==> config.mk <==
export PLATFORM = sky130hd
export DESIGN_NAME = response_router
export DESIGN_NICKNAME = d
export VERILOG_FILES = /design/src/rtl/response_router.sv
export SDC_FILE = /design/constraint.sdc
export NUM_CORES = 1
export LEC_CHECK = 0
export BUFFER_PORTS_ARGS = -buffer_cell sky130_fd_sc_hd__buf_2
export CORE_ASPECT_RATIO = 0.6
export CORE_UTILIZATION = 42
export CTS_BUF_LIST = sky130_fd_sc_hd__clkbuf_8
export DETAILED_ROUTE_END_ITERATION = 12
export GPL_TIMING_DRIVEN = 0
export PLACE_DENSITY_LB_ADDON = 0.2
export SLEW_MARGIN = 20
export SYNTH_ARGS = -nofsm -noshare
export SYNTH_HDL_FRONTEND = slang
export SYNTH_SLANG_ARGS = --single-unit
==> constraint.sdc <==
create_clock -name clock -period 2.7 [get_ports clock]
set_input_delay 0.27 -clock clock [delete_from_list [all_inputs] [get_ports clock]]
set_output_delay 0.27 -clock clock [all_outputs]
set_load 0.01 [all_outputs]
==> src/rtl/response_router.sv <==
`default_nettype none
// ============================================================================
// Module      : response_router
// Description : Routes memory response beats back to the requester port that
//               issued the matching transaction ID. Requests are recorded in
//               an external ID table through insert commands. Each response
//               beat is looked up in that table and forwarded to the owning
//               port. The last beat of a burst retires the table entry.
//               Beats that miss the table are dropped and raise a sticky
//               error.
// Ports       : clock/reset            - sole clock, async active-high reset
//               req_*                  - request recording handshake
//               rsp_*                  - memory response beat handshake
//               tbl_*                  - ID table command/answer interface
//               port_*                 - per-port response delivery
//               outstanding            - live table entry count
//               error                  - sticky miss/underflow flag
// Revision    : 1.0 - initial release
// ============================================================================
module response_router #(
   parameter int NUMBER_OF_PORTS   = 2,
   parameter int ID_WIDTH          = 16,
   parameter int DATA_WIDTH        = 64,
   parameter int NUMBER_OF_ENTRIES = 32
) (
   input  logic                                  clock,
   input  logic                                  reset,
   input  logic                                  req_valid,
   output logic                                  req_ready,
   input  logic [ID_WIDTH-1:0]                   req_id,
   input  logic [$clog2(NUMBER_OF_PORTS)-1:0]    req_origin,
   input  logic                                  rsp_valid,
   output logic                                  rsp_ready,
   input  logic [ID_WIDTH-1:0]                   rsp_id,
   input  logic [DATA_WIDTH-1:0]                 rsp_data,
   input  logic                                  rsp_last,
   output logic [ID_WIDTH-1:0]                   tbl_id,
   output logic [$clog2(NUMBER_OF_PORTS)-1:0]    tbl_origin,
   output logic                                  tbl_insert,
   output logic                                  tbl_lookup,
   output logic                                  tbl_invalidate,
   input  logic                                  tbl_hit,
   input  logic [$clog2(NUMBER_OF_PORTS)-1:0]    tbl_answer_origin,
   output logic [NUMBER_OF_PORTS-1:0]            port_valid,
   input  logic [NUMBER_OF_PORTS-1:0]            port_ready,
   output logic [DATA_WIDTH-1:0]                 port_data,
   output logic                                  port_last,
   output logic [$clog2(NUMBER_OF_ENTRIES):0]    outstanding,
   output logic                                  error
);

   localparam int ORIGIN_W = $clog2(NUMBER_OF_PORTS);
   localparam int CNT_W    = $clog2(NUMBER_OF_ENTRIES) + 1;

   localparam logic [CNT_W-1:0] c_FULL = CNT_W'(NUMBER_OF_ENTRIES);
   localparam logic [CNT_W-1:0] c_ONE  = CNT_W'(1);

   localparam logic [2:0] IDLE    = 3'd0;
   localparam logic [2:0] LOOKUP  = 3'd1;
   localparam logic [2:0] FORWARD = 3'd2;
   localparam logic [2:0] RETIRE  = 3'd3;
   localparam logic [2:0] DROP    = 3'd4;

   logic [2:0]            r_state;
   logic [2:0]            w_next_state;
   logic [ID_WIDTH-1:0]   r_id;
   logic [DATA_WIDTH-1:0] r_data;
   logic                  r_last;
   logic [ORIGIN_W-1:0]   r_origin;
   logic [CNT_W-1:0]      r_outstanding;
   logic                  r_error;

   logic w_rsp_fire;
   logic w_req_fire;
   logic w_port_fire;

   // Combinational handshake outputs are gated by reset so that nothing is
   // advertised while reset is held, even though the FSM already sits in IDLE.
   assign rsp_ready  = (r_state == IDLE) && !reset;
   // Responses take priority: a pending beat blocks new requests.
   assign req_ready  = (r_state == IDLE) && !rsp_valid && !reset &&
                       (r_outstanding < c_FULL);
   assign w_rsp_fire = rsp_valid && rsp_ready;
   assign w_req_fire = req_valid && req_ready;

   assign port_valid  = (r_state == FORWARD) ? (NUMBER_OF_PORTS'(1) << r_origin) : '0;
   assign port_data   = r_data;
   assign port_last   = r_last;
   // Only the selected port's ready counts, since port_valid is one-hot.
   assign w_port_fire = |(port_valid & port_ready);

   // Table commands are mutually exclusive by construction: insert only
   // happens in IDLE, lookup only in LOOKUP, invalidate only in RETIRE.
   assign tbl_insert     = w_req_fire;
   assign tbl_lookup     = (r_state == LOOKUP);
   assign tbl_invalidate = (r_state == RETIRE);
   assign tbl_id         = tbl_insert ? req_id :
                           (tbl_lookup || tbl_invalidate) ? r_id : '0;
   assign tbl_origin     = tbl_insert ? req_origin : '0;

   assign outstanding = r_outstanding;
   assign error       = r_error;

   always_comb begin
      w_next_state = r_state;
      case (r_state)
         IDLE:    if (w_rsp_fire)  w_next_state = LOOKUP;
         LOOKUP:  w_next_state = tbl_hit ? FORWARD : DROP;
         FORWARD: if (w_port_fire) w_next_state = r_last ? RETIRE : IDLE;
         RETIRE:  w_next_state = IDLE;
         DROP:    w_next_state = IDLE;
         default: w_next_state = IDLE;
      endcase
   end

   always_ff @(posedge clock or posedge reset) begin
      if (reset) begin
         r_state       <= IDLE;
         r_id          <= '0;
         r_data        <= '0;
         r_last        <= 1'b0;
         r_origin      <= '0;
         r_outstanding <= '0;
         r_error       <= 1'b0;
      end else begin
         r_state <= w_next_state;
         if (w_rsp_fire) begin
            r_id   <= rsp_id;
            r_data <= rsp_data;
            r_last <= rsp_last;
         end
         if ((r_state == LOOKUP) && tbl_hit) begin
            r_origin <= tbl_answer_origin;
         end
         // Insert (IDLE) and retire (RETIRE) can never coincide.
         if (w_req_fire) begin
            r_outstanding <= r_outstanding + c_ONE;
         end else if (r_state == RETIRE) begin
            if (r_outstanding == '0) begin
               r_error <= 1'b1;
            end else begin
               r_outstanding <= r_outstanding - c_ONE;
            end
         end
         if (r_state == DROP) begin
            r_error <= 1'b1;
         end
      end
   end

endmodule
`default_nettype wire

==> results.cfg <==
[layout]
drive_gt1_frac = 0.633
stdcell_area_sq_um = 5340
layout.nets = 597
final_util = 0.606
diodes = 0
nFillCells = 729
area_growth_pct = 35.2

[floorplan]
die_area_sq_um = 9810
core_area_sq_um = 8820
die_h_um = 77.1
die_w_um = 127
io_pins = 202
start_util = 0.448
rows = 26

[critical_path]
cp.arrival_ns = 2.15
required_ns = 2.43
critPathTopFamily = buffers and inverters
worstSetupPathType = flip-flop to output port
cp_common_cell = clkbuf_1
path_buf_inv = 3
cp_slowest_cell = dfrtp_1
critPathMaxStageDelay_ns = 0.52
path_cells = nor2b_1, clkbuf_1, clkbuf_1, a22o_1, buf_2
path_max_fanout = 10
crit_path_end_kind = output port
critPathLaunchType = flip-flop

[sta]
hold_viol_final = 0
maxSlewViolCount = 0
timing.fmax_mhz = 414
setup_viol = 0
timing.final.crit_share = 0.896
rsz0062_at_grt = no
clock_skew_ns = 0.00792
worstMarginPinSlew_ns = 0.645
maxSlewHeadroom = 0.570
fin_crit_ns = 2.42

[synthesis]
synth_cell_type_count = 35
ys_warn_count = 0
synth_top_area_cell = dfrtp_1
ys_ff_latch = 92
synth_top_area_share = 0.583
synth_nets = 383
synth_area_sq_um = 3950
yosys-top-cells-area = dfrtp_1 58%, mux2_2 22%, a22o_1 3.5%
netlist_instances = 271
syn_area_per_cell_sq_um = 14.6
seq_area_frac_synth = 0.583

[status]
outcome = finished, final reports clean

[clock_network]
cts_resized = 0
postCtsHoldBufs = 0
cts_root_buffer = clkbuf_8
cts.clk_slew.worst_paths_ns = 0.09
clk_latency_ns = 0.36
htree_levels = 3
cts_tree = yes
clock_sinks = 92
cts_buffers = 9
clock_path_buffers = 2

[routing]
wl_per_cell_um = 14.7
dr_wl_met2_mm = 4.29
first_pass_iters = 4
route.detailed.drc = 0
drtAntennaViolNets = 0
wirelength_mm = 9.05
met3WireLength_um = 782
vias = 2927
first_iter_violations = 53
drt-met1-wl_mm = 3.90
viasPerCell = 4.75
dr.max_layer_used = met4

[global_route]
grt_use_total = 0.194
first_global_vias = 3008
grt_max_degree = 54
grt_pass1_wl_mm = 14.6
gr-total-overflow = 0
antenna_found_initial = 0

[min_path]
hold_path.class = input pin to async pin

[flow_run]
cap_viol_max_count = 0

[placed_design]
routabilityCongestion = 0.722
hpwlAfterDp_mm = 6.98
placed_area_sq_um = 5130
port_buffers = 201

[power_and_ir_drop]
swShare = 0.355
power_frac_comb = 0.432
seqPwrFrac = 0.416
p_leak_uw = 0.00272
p_sw_uw = 2110
p_clk_frac = 0.152
p_int_uw = 3830
ir_drop_mv = 0.669
power_density_nw_per_um2 = 1110
-- area by class of cell --
cell class	count	area (sq um)	share of cell area
Timing Repair Buffer	203	1030	0.194
Buffer	13	113	0.0211
Clock inverter	4	32.5	0.00609
Sequential cell	92	2300	0.431
Tap cell	126	158	0.0295
Multi-Input combinational cell	159	1510	0.282
Clock buffer	12	165	0.0309
Inverter	7	28.8	0.00539
-- cells by family (layout without fill, tap and decap cells) --
kind of cell,Yosys count,in the layout,share of synthesized area
adder cells (fa/ha/maj),6,6,0.0209
buffers and inverters,20,239,0.0352
flip-flops,92,92,0.583
multiplexers,85,85,0.242
AND/OR/NAND/NOR,32,32,0.0501
AO/OA/AOI/OAI,33,33,0.0624
XOR/XNOR,3,3,0.00666
-- layer usage --
metal  GRT usage  vias to the layer above
met5           0                        -
met4      0.0571                        0
met3      0.0775                        8
met2       0.324                      120
met1       0.230                     1404
li1            -                     1395
-- through the flow --
step	std cells	hold WS [ns]	TNS, ns	total power, uW	setup slack, ns
4_1_cts	615	0.0438	0	6010	0.101
6_report	616	0.0295	0	5940	0.282
3_5_place_dp	599	0.447	0	5090	0.121
5_1_grt	616	0.0679	0	6360	0.0957
3_3_place_gp	598	0.463	-97.61	4970	-1.06
2_1_floorplan	271	0.341	0	4030	0.0380
-- path summary, 6_finish.rpt --
check	startpoint	end	slack [ns]	cells after the start
worst max-delay path	r_state[0]	tbl_id[8]	0.28	5
worst min-delay path	reset	r_state[1]	0.03	2
worst max register to register	r_state[2]	outstanding[4]	0.32	10
worst min register to register	port_data[50]	port_data[50]	0.50	1
max in group asynchronous	reset	port_data[42]	2.04	3
min in group clock	tbl_hit	r_state[2]	0.09	2
-- timing repair --
| item | in CTS | in global routing |
|---|---|---|
| buffers inserted | 0 | 1 |
| endpoints found under the hold margin | 0 | 0 |
| setup endpoints to repair | 0 | 2 |
-- state kept, by name, summed over array words and instances, names as in the netlist --
| signal | count |
|---|---|
| outstanding | 6 |
| port_data | 64 |
| r_state | 3 |
| r_id | 16 |
| r_origin | 1 |
| error | 1 |
| port_last | 1 |
-- cells in the mapped netlist --
library cell  count
a21boi_0          1
a21o_1            2
a21oi_1           5
a22o_1           16
a32o_1            1
and2_1            2
and3_1            1
buf_4             3
buf_6             7
clkbuf_1          3
dfrtp_1          92
fa_1              1
ha_1              5
inv_1             7
mux2_1            7
mux2_2           76
mux2i_1           2
nand2_1           7
nand2_4           1
nand3_1           4
nand3_4           1
nand3b_1          2
nor2_1            6
nor2b_1           2
nor3_1            1
nor3b_1           1
nor4_1            1
nor4_4            1
o21ai_0           5
o311ai_0          1
o31ai_1           2
or2_2             1
or2b_1            1
xnor2_1           1
xor2_1            2
-- cells in the final DEF (no fill, tap or decap), drive strengths merged --
cell / instances
xor2: 2
o21ai: 5
nor4: 2
nor3: 1
clkinv: 2
a21oi: 5
fa: 1
nand3b: 2
clkinvlp: 2
mux2i: 2
xnor2: 1
nor2b: 2
clkbuf: 15
a21o: 2
or2: 1
buf: 213
nor3b: 1
o311ai: 1
nand2: 8
ha: 5
a21boi: 1
inv: 7
nand3: 5
or2b: 1
dfrtp: 92
nor2: 6
mux2: 83
o31ai: 2
a22o: 16
and2: 2
a32o: 1
and3: 1
-- power groups by stage --
stage | Clock (uW) | Combinational, uW | Sequential (uW)
after global routing | 980 | 2810 | 2570
after detailed placement | 0 | 2590 | 2490
final | 906 | 2560 | 2470
after global placement | 0 | 2510 | 2450
after floorplan | 0 | 1320 | 2710
after CTS | 936 | 2590 | 2480
No activity file was read; power rests on OpenSTA's default activity.
